### src/rtl/led_breather_pkg.sv
// Shared types and defaults for the breathing-LED stage.
package led_breather_pkg;

    localparam int PWM_BITS_DEF   = 8;
    localparam int HOLD_STEPS_DEF = 16;
    localparam int PHASE_W        = 3;

    typedef enum logic [PHASE_W-1:0] {
        ST_IDLE    = 3'd0,
        ST_UP      = 3'd1,
        ST_HOLD_HI = 3'd2,
        ST_DOWN    = 3'd3,
        ST_HOLD_LO = 3'd4
    } state_e;

endpackage

### src/rtl/led_pwm.sv
// Free-running PWM counter and duty comparator with a registered output.
module led_pwm
#(
    parameter int PWM_BITS = 8
)
(
    input  logic                clk,
    input  logic                rst_n,
    input  logic [PWM_BITS-1:0] duty,
    input  logic                en,
    output logic                pwm_o
);

    logic [PWM_BITS-1:0] pwm_cnt_r;
    logic                pwm_r;

    // Counter wraps MAX->0 on its own; duty changes apply mid-period.
    always_ff @(posedge clk or negedge rst_n) begin
        if (!rst_n) begin
            pwm_cnt_r <= {PWM_BITS{1'b0}};
            pwm_r     <= 1'b0;
        end else begin
            pwm_cnt_r <= pwm_cnt_r + PWM_BITS'(1);
            pwm_r     <= en && (duty > pwm_cnt_r);
        end
    end

    assign pwm_o = pwm_r;

endmodule

### src/rtl/led_breather.sv
// Breathing-LED envelope FSM driving a PWM LED. Optional gamma curve on the
// duty path is selected with LED_BREATHER_GAMMA_EN.
module led_breather
    import led_breather_pkg::*;
#(
    parameter int PWM_BITS   = PWM_BITS_DEF,
    parameter int HOLD_STEPS = HOLD_STEPS_DEF
)
(
    input  logic                clk,
    input  logic                rst_n,
    input  logic                step_i,
    input  logic                en_i,
    output logic                led_o,
    output logic [PWM_BITS-1:0] level_o,
    output logic [PHASE_W-1:0]  phase_o
);

    localparam int HC_W = $clog2(HOLD_STEPS + 1);
    localparam logic [PWM_BITS-1:0] LVL_MAX  = {PWM_BITS{1'b1}};
    localparam logic [PWM_BITS-1:0] LVL_ZERO = {PWM_BITS{1'b0}};
    localparam logic [PWM_BITS-1:0] LVL_ONE  = PWM_BITS'(1);
    localparam logic [HC_W-1:0]     HOLD_LAST = HC_W'(HOLD_STEPS - 1);

    state_e              state_r;
    logic [PWM_BITS-1:0] level_r;
    logic [HC_W-1:0]     hold_cnt_r;
    logic [PWM_BITS-1:0] duty_s;
    logic                run_s;

    // Envelope FSM; a low enable overrides any step and parks in IDLE.
    always_ff @(posedge clk or negedge rst_n) begin
        if (!rst_n) begin
            state_r    <= ST_IDLE;
            level_r    <= LVL_ZERO;
            hold_cnt_r <= {HC_W{1'b0}};
        end else if (!en_i) begin
            state_r    <= ST_IDLE;
            level_r    <= LVL_ZERO;
            hold_cnt_r <= {HC_W{1'b0}};
        end else begin
            case (state_r)
                ST_IDLE: begin
                    state_r <= ST_UP;
                end
                ST_UP: begin
                    if (step_i) begin
                        level_r <= level_r + LVL_ONE;
                        if (level_r == LVL_MAX - LVL_ONE) begin
                            state_r    <= ST_HOLD_HI;
                            hold_cnt_r <= {HC_W{1'b0}};
                        end
                    end
                end
                ST_HOLD_HI, ST_HOLD_LO: begin
                    if (step_i) begin
                        if (hold_cnt_r == HOLD_LAST) begin
                            hold_cnt_r <= {HC_W{1'b0}};
                            state_r    <= (state_r == ST_HOLD_HI) ? ST_DOWN : ST_UP;
                        end else begin
                            hold_cnt_r <= hold_cnt_r + HC_W'(1);
                        end
                    end
                end
                ST_DOWN: begin
                    if (step_i) begin
                        level_r <= level_r - LVL_ONE;
                        if (level_r == LVL_ONE) begin
                            state_r    <= ST_HOLD_LO;
                            hold_cnt_r <= {HC_W{1'b0}};
                        end
                    end
                end
                default: begin
                    state_r    <= ST_IDLE;
                    level_r    <= LVL_ZERO;
                    hold_cnt_r <= {HC_W{1'b0}};
                end
            endcase
        end
    end

`ifdef LED_BREATHER_GAMMA_EN
    logic [2*PWM_BITS-1:0] sq_s;

    // Squared level keeps the fade perceptually even; keep the top half.
    always_comb begin
        sq_s   = {LVL_ZERO, level_r} * {LVL_ZERO, level_r};
        duty_s = PWM_BITS'(sq_s >> PWM_BITS);
        run_s  = (state_r != ST_IDLE);
    end
`else
    // Linear mapping: duty follows level directly.
    always_comb begin
        duty_s = level_r;
        run_s  = (state_r != ST_IDLE);
    end
`endif

    led_pwm #(
        .PWM_BITS (PWM_BITS)
    ) u_pwm (
        .clk   (clk),
        .rst_n (rst_n),
        .duty  (duty_s),
        .en    (run_s),
        .pwm_o (led_o)
    );

    assign level_o = level_r;
    assign phase_o = state_r;

endmodule

### config.mk
export PLATFORM = sky130hd
export DESIGN_NAME = led_breather
export DESIGN_NICKNAME = d
export VERILOG_FILES = /design/src/rtl/led_breather_pkg.sv /design/src/rtl/led_pwm.sv /design/src/rtl/led_breather.sv
export SDC_FILE = /design/constraint.sdc
export NUM_CORES = 1
export LEC_CHECK = 0
export BUFFER_PORTS_ARGS = -buffer_cell sky130_fd_sc_hd__buf_2
export CAP_MARGIN = 0
export CORE_ASPECT_RATIO = 1.25
export CORE_MARGIN = 2
export CORE_UTILIZATION = 40
export DETAILED_ROUTE_END_ITERATION = 10
export HOLD_SLACK_MARGIN = 0.08
export PLACE_DENSITY = 0.66
export RECOVER_POWER = 100
export SYNTH_ARGS = -nofsm -noshare
export SYNTH_HDL_FRONTEND = slang
export SYNTH_SLANG_ARGS = --single-unit
### constraint.sdc
create_clock -name clk -period 1.8 [get_ports clk]
set_input_delay 0.09 -clock clk [delete_from_list [all_inputs] [get_ports clk]]
set_output_delay 0.09 -clock clk [all_outputs]
set_load 0.005 [all_outputs]
# Yosys cells after proc, flatten, opt, wreduce, memory -nomap -nowiden
# Index checks and enable logic that the tools add are counted.
# word_totals
reg_bits,25
out_inout_bits,12
in_bits,4
# classes
eq_ne,15
add_sub_neg,4
n_reduce_logical,8
mux,21
order_cmp,1
# op_table
op,count
$mux 5,7
$mux 8,3
$pmux 8 s3,1
$mux 3,7
$pmux 5 s4,1
$ne 3x3->1 const B,6
$add 8x1->8 const B,2
$pmux 3 s4,1
$reduce_and 6->1,2
$eq 8x1->1 const B,1
$eq 8x8->1 const B,1
$gt 8x8->1,1
$sub 8x1->8 const B,1
$eq 3x2->1 const B,2
$add 5x1->5 const B,1
$eq 5x4->1 const B,1
$ne 2x2->1 const B,2
$eq 3x1->1 const B,1
$eq 3x3->1 const B,1
$logic_not 3->1,1
$reduce_and 3->1,1
$reduce_bool 3->1,1
$reduce_or 3->1,1
$mux 2,1
other kinds (2),2

# Logic depth before layout (Yosys ltp)
# Gate-level depths: netlist (run 1).
# depth
depth_word,6
depth_mapped,8
depth_no_buf,7

# Hierarchy
# Synthesis (run 1) repeated with hierarchy kept, for this count alone.
# hier_totals
hier_cells,188
area_unflattened_um2,1778.0
# modules_own_cells
module,seq_area_each_um2,cells_each,area_each_um2,instances
led_breather,400.4,136,1237.4,1
led_pwm,225.2,52,540.5,1

# Worst setup path after synthesis (run 1)
# OpenSTA, ideal clock, no wires.
# synth_path
path_kind,reg-to-reg
start,register level_r[0] (netlist: level_o[0])
end,register hold_cnt_r[0]
stages_incl_launch_ff,9
slack_ps,-228
arrival_ps,1903
synth_period_minus_slack_ps,2028
setup_time_ps,125
n_path_buf,1
path_cell_list,dfrtp_1 clkbuf_1 inv_1 ha_1 nand2_1 o311ai_2 o21ai_2 nor3_4 mux2_2
# synth_between
elab_chain_len,3
# synth_lines
item,line,source
from (decl),led_breather.sv:26,logic [PWM_BITS-1:0] level_r;
from (signal assigned),led_breather.sv:48,level_r <= level_r + LVL_ONE;
from (signal assigned),led_breather.sv:67,level_r <= level_r - LVL_ONE;
$eq 8x1->1 / $eq 8x8->1 (equally long branches),"led_breather.sv:68, led_breather.sv:49",
$ne 3x3->1 (no source line),-,
$reduce_and 6->1 (no source line) *,-,
to (signal assigned),led_breather.sv:61,hold_cnt_r <= hold_cnt_r + HC_W'(1);
to (signal assigned),led_breather.sv:70,hold_cnt_r <= {HC_W{1'b0}};
to (signal assigned),led_breather.sv:77,hold_cnt_r <= {HC_W{1'b0}};
to (decl),led_breather.sv:27,logic [HC_W-1:0] hold_cnt_r;
# Every way passes the cells marked *; elsewhere a longest branch is shown, timed or not.
# A chain may end at the register's enable or synchronous reset.

# Worst setup path after layout (run 1)
# layout_path
start,register level_r[0] (netlist: level_o[0])
end,register hold_cnt_r[3]
# Same word-level chain as after synthesis.

==> results of run 1 <==
==> stage by stage <==
step                      utilization [%]  setup TNS (ps)  hold WS (ps)  total power [mW]  worst slack (ps)
final                                51.2           -1.10           143              2.58             -1.10
after global routing                 51.2            -454           152              2.79             -98.2
after CTS                            49.5               0           146              2.47             0.481
after detailed placement             48.0           -8.10           120              2.11             -4.23
after global placement               48.0               0           114              2.11              28.8
after floorplan                         -            -430          -206              1.58              -120
==> metal layers <==
metal	up-vias	routed length (um)	share of wire, %	GRT usage, %
met1	751	1880	45	23.8
met2	31	2120	50	30.3
li1	766	-	-	-
met5	-	0	0	0
met4	0	36	0.86	3.91
met3	6	172	4.1	2.72
==> worst max-delay path: stages, from the launching register on <==
cell	delay, ps
dfrtp_1	400
inv_2	80
ha_4	140
nand2_4	40
o311ai_4	280
o21ai_4	140
buf_4	150
o41a_1	300
a21o_1	160
==> cells in the final DEF, fill, tap and decap left out, types with 3 or more instances in the layout <==
cell,n
nand2_1,14
xor2_1,3
nor2b_1,4
nand4_1,4
a21boi_0,3
clkbuf_1,4
a21oi_1,7
nor2_1,8
nor3_1,3
a21o_1,3
buf_2,12
a31oi_1,7
o21ai_0,9
dfrtp_1,25
buf_4,26
nor4_1,3
ha_1,13
and3_1,3
clkbuf_8,3
xnor2_1,6
nand3_1,8
inv_1,18
==> logic make-up (layout without fill, tap and decap cells) <==
logic type                 Yosys count  after routing  synth area share (%)
AOI/OAI and AO/OA                   49             49                  20.5
xor gates and xnor gates             9              9                  4.45
adders and majority gates           14             14                  9.89
buffers and inverters               27             68                  6.85
DFF                                 25             25                  35.3
muxes                                5              5                  3.04
and+or+nand+nor                     61             61                  20.0
==> state kept, by name, summed over array words and instances (netlist names) <==
name	cells
phase_o	3
hold_cnt_r	5
level_o	8
u_pwm.pwm_cnt_r	8
u_pwm.pwm_o	1
==> what timing repair did <==
item	CTS	global route
buffers inserted	0	3
resized for setup	1	14
hold buffers	1	0
endpoints found under the hold margin	25	0
cloned	0	0
setup endpoints to repair	3	10
pin swaps	1	2
==> path summary, 6_finish.rpt <==
check | start | to | slack (ps) | cells past startpoint
worst max-delay path | level_o[0]$_DFFE_PN0P_ | hold_cnt_r[3]$_DFFE_PN0P_ | -1 | 8
worst min-delay path | en_i | level_o[3]$_DFFE_PN0P_ | 140 | 2
worst max register to register | level_o[0]$_DFFE_PN0P_ | hold_cnt_r[3]$_DFFE_PN0P_ | -1 | 8
worst min register to register | u_pwm.pwm_cnt_r[7]$_DFF_PN0_ | u_pwm.pwm_cnt_r[7]$_DFF_PN0_ | 480 | 1
max in group asynchronous | rst_n | level_o[1]$_DFFE_PN0P_ | 1010 | 2
min in group asynchronous | rst_n | u_pwm.pwm_cnt_r[5]$_DFF_PN0_ | 380 | 2
==> report_power, final <==
part	switching [mW]	total, mW	internal (mW)
sequential	0.0965	0.737	0.641
clock	0.180	0.338	0.158
combinational	0.770	1.50	0.733
total	1.05	2.58	1.53
==> layout make-up <==
class,count,area share (%)
clock buffer,4,2.03
inverter,19,3.22
sequential,25,28.2
tap,58,3.28
multi-input combinational,138,49.1
timing repair buffer,45,14.1
==> reports/metrics.cfg, run 1 <==
[sta]
rsz0062_at_grt = yes
clock_skew_ps = 1.87
clock.fmax_mhz = 555
hold_viol = 0
worst_pin_slew_ps = 644
period_share_pct = 100
setup-violations-final = 1
final-max-slew-violation-count = 0
finalCriticalPeriod_ps = 1800
max_slew_margin_pct = 57.0
fin_ws_ps = -1.10

[layout]
register_area_um2 = 626
syn2layout_area_growth_pct = 25.0
post-route-cell-area_mm2 = 0.00221
multiInputGateArea_mm2 = 0.00109
antennaDiodeCount = 0
fillers = 437
finalNonFillerCells = 289
final_layout_size_suffix_gt1_share_pct = 26.8
finalNetCount = 250

[floorplan]
ios = 16
start_util_pct = 41.0
die_x_um = 63.5
rows = 27
core_area_mm2 = 0.00432
die_area_mm2 = 0.00498
dieHeight_um = 78.4

[logic_synthesis]
synth_warnings = 0
synth_edf_count = 0
syn-cell-area_mm2 = 0.00177
synth_most_common_cell = dfrtp_1
postSynth.asyncResetShare_pct = 100
synth_seq_area_share_pct = 35.3
yosysTopAreaCellShare_pct = 35.3
synth_area_leaders = dfrtp_1 35%, ha_1 9.9%, inv_1 4.0%
avgSynthCellArea_um2 = 9.32
synth_fp_nets = 208
yosysUniqueCellTypes = 50
synth_top_area_cell = dfrtp_1
yosys-top-cells-count = 25 x dfrtp_1, 19 x inv_1, 15 x nand2_1
synth_ff_type = dfrtp_1
synth-seq-cells = 25
netlist_instances = 190

[power_and_ir_drop]
p_leak_nw = 1.05
p_per_area_mw_per_mm2 = 1160
ir_worst_vdd_mv = 0.701

[drt]
detail_route.vias_per_cell = 5.38
postRouteWirelength_um = 4210
dr.pass1.iters = 4
postRouteAntennaNets = 0
dr.first_iter.drc_count = 81
vias = 1554
wl_per_cell_um = 14.6
drcViolationCount = 0

[clock_tree]
cts_max_path_buffers = 2
cts_tree = yes
cts-buffers-inserted = 3
clk_latency_ps = 260
clkTransAtPathRegs_ps = 90
htree_levels = 1
clock-sinks = 25
cts_root_buffer = clkbuf_8

[global_route]
grt_max_degree = 26
grt_pass1_vias = 1575
grt_pass1_wl_um = 7180
grt_use_total_pct = 17.8
antenna_found_initial = 0
grt-ovfl-total = 0

[placed_design]
port_buffers = 15
dp_cells = 281
dpl-instance-area_mm2 = 0.00208
place.gp.congestion = 0.868
dp_hpwl_um = 3120

[status]
violations = setup timing
outcome = finished with violations

[min_path]
hold_path_class = in -> reg

[worst_setup_path]
cp-start-kind = flip-flop
required_ps = 1960
critical_path_class = reg -> reg
arrival_ps = 1960
path_max_fanout = 4
end_kind = flip-flop

[flow_run]
max-cap-violations = 0

No activity file was read; power rests on OpenSTA's default activity.
==> run 2: changes to the inputs <==
CTS_BUF_LIST = sky130_fd_sc_hd__clkbuf_4 sky130_fd_sc_hd__clkbuf_8 sky130_fd_sc_hd__clkbuf_16   (was unset)
==> run 2 against run 1 <==
  * Critical endpoint is now hold_cnt_r[0]$_DFFE_PN0P_
  * Critical path depth down 1
  * Die area unchanged
  * Clock power up 4%
  * The flow still finishes with violations (setup timing)
  * Non-clock buffer count down 2
  * Highest routed layer unchanged
  * Maximum frequency down 0.37%
  * Core utilization down 0.49 points
  * Sequential power about the same
  * Combinational power about the same
  * Clock skew about the same
  * Total power down 0.31%
==> reports/metrics.cfg, run 2 (synthesis gave the netlist of run 1 again) <==
[worst_setup_path]
end_kind = flip-flop
crit_start = level_o[0]$_DFFE_PN0P_
cpMaxStageDelayCell = dfrtp_1
path_max_fanout = 4  ; unchanged
arrival_ps = 1960  ; about the same
critical_path_class = reg -> reg
crit_buf_inv = 1  ; -1
cp-start-kind = flip-flop
critical-path-max-stage-delay_ps = 410  ; about the same
path_cells = inv_2, ha_4, nand2_4, o311ai_4, o21ai_4, nor3_4, mux2_4
r2r_start = level_o[0]$_DFFE_PN0P_
required_ps = 1950  ; about the same
critPathTopFamily = compound AO/OA/AOI/OAI gates

[global_route]
grt_pass1_wl_um = 7350  ; +2.3%
grt_use_total_pct = 18.1  ; +0.30 points
grt_pass1_vias = 1581  ; +0.38%
grt_max_degree = 26  ; unchanged
antenna_found_initial = 0  ; unchanged
grt-ovfl-total = 0  ; unchanged

[min_path]
hold_path_class = in -> reg
hold_path.startpoint = en_i

[floorplan]
die_x_um = 63.5  ; unchanged
core_area_mm2 = 0.00432  ; unchanged
ios = 16  ; unchanged
start_util_pct = 41.0  ; unchanged
die_area_mm2 = 0.00498  ; unchanged
dieHeight_um = 78.4  ; unchanged
rows = 27  ; unchanged

[sta]
rsz0062_at_grt = yes
setup-violations-final = 3  ; +2
worst_pin_slew_ps = 1410  ; +762 ps
finalCriticalPeriod_ps = 1810  ; +6.78 ps
clock_skew_ps = 1.93  ; +0.0592 ps
setup_tns_ps = -16.0  ; -14.9 ps
hold_viol = 0  ; unchanged
final-max-slew-violation-count = 0  ; unchanged
clock.fmax_mhz = 553  ; -0.37%
period_share_pct = 100  ; +0.38 points
fin_ws_ps = -7.88  ; -6.78 ps
max_slew_margin_pct = 6.26  ; -51 points

[clock_tree]
cts_root_buffer = clkbuf_8
clkTransAtPathRegs_ps = 90  ; about the same
cts_tree = yes
clock-sinks = 25  ; unchanged
cts-buffers-inserted = 3  ; unchanged
clk_latency_ps = 260  ; about the same
cts_max_path_buffers = 2  ; unchanged
htree_levels = 1  ; unchanged

[layout]
syn2layout_area_growth_pct = 23.8
antennaDiodeCount = 0  ; unchanged
final_layout_size_suffix_gt1_share_pct = 24.9  ; -1.9 points
final_cell_mix = 25 x dfrtp_1, 20 x buf_4, 18 x inv_1, 13 x nand2_1
post-route-cell-area_mm2 = 0.00219  ; -0.96%
final_common_cell = dfrtp_1
finalNetCount = 248  ; -0.80%

[drt]
dr_wl_met2_um = 2080  ; -2.0%
dr.first_iter.drc_count = 69  ; -15%
dr.pass1.iters = 4  ; unchanged
wl_per_cell_um = 14.6  ; +0.58%
drcViolationCount = 0  ; unchanged
postRouteAntennaNets = 0  ; unchanged
met3_length_um = 165  ; -4.1%
vias = 1547  ; -0.45%
detail_route.vias_per_cell = 5.39  ; +0.24%
top_layer = met4
drt-met1-wl_um = 1930  ; +2.4%
postRouteWirelength_um = 4200  ; -0.12%

[power_and_ir_drop]
p_leak_nw = 1.02  ; -2.8%
power_mw = 2.57  ; -0.31%
ir_worst_vdd_mv = 0.677  ; -3.5%
p_per_area_mw_per_mm2 = 1170  ; +0.65%

[placed_design]
port_buffers = 15  ; unchanged
dp_slack_ps = -4.23  ; unchanged
dpl-instance-area_mm2 = 0.00208  ; unchanged
dp_hpwl_um = 3120  ; unchanged
place.gp.congestion = 0.868  ; unchanged

[status]
outcome = finished with violations
violations = setup timing

[flow_run]
max-cap-violations = 0  ; unchanged

[run 2: final timing paths]
kind                                           endpoint  slack [ps]  depth (start not counted)
setup / recovery              hold_cnt_r[0]$_DFFE_PN0P_          -8                          7
hold / removal                   level_o[3]$_DFFE_PN0P_         140                          2
setup reg to reg              hold_cnt_r[0]$_DFFE_PN0P_          -8                          7
hold reg to reg            u_pwm.pwm_cnt_r[7]$_DFF_PN0_         480                          1
max in group asynchronous     hold_cnt_r[3]$_DFFE_PN0P_         300                          2
min in group asynchronous  u_pwm.pwm_cnt_r[7]$_DFF_PN0_         680                          2
[run 2: routing by layer]
metal / vias up / global-route usage (%)
li1: 759 / -
met1: 751 / 24.7
met2: 31 / 30.5
met3: 6 / 2.72
met4: 0 / 3.48
met5: - / 0
[run 2: where the power goes]
group / internal [mW] / total [mW] / switching (mW)
registers: 0.641 / 0.739 / 0.0981
logic: 0.701 / 1.48 / 0.778
clock network: 0.173 / 0.352 / 0.179
total: 1.51 / 2.57 / 1.06
[run 2: layout make-up]
cell class	instances	area (um^2)
clock buffers	4	48.8
multi-input cells	138	1100
well taps	58	72.6
repair buffers	43	275
flip-flops and latches	25	626
inverters	19	71.3
fillers	446	2130
[run 2: what timing repair did]
| action | CTS | global route |
|---|---|---|
| resized for setup | 9 | 8 |
| buffers inserted | 1 | 1 |
| gates cloned | 0 | 0 |
| pin swaps | 3 | 5 |
| hold buffers | 1 | 0 |
| endpoints found under the hold margin | 25 | 0 |
| setup endpoints to repair | 2 | 10 |
[run 2: per-stage QoR]
stage	instances	util, %	hold WS [ps]
3_5_place_dp	281	48.0	120
6_report	287	50.7	145
2_1_floorplan	190	-	-206
5_1_grt	287	50.7	145
3_3_place_gp	281	48.0	114
4_1_cts	287	50.6	145
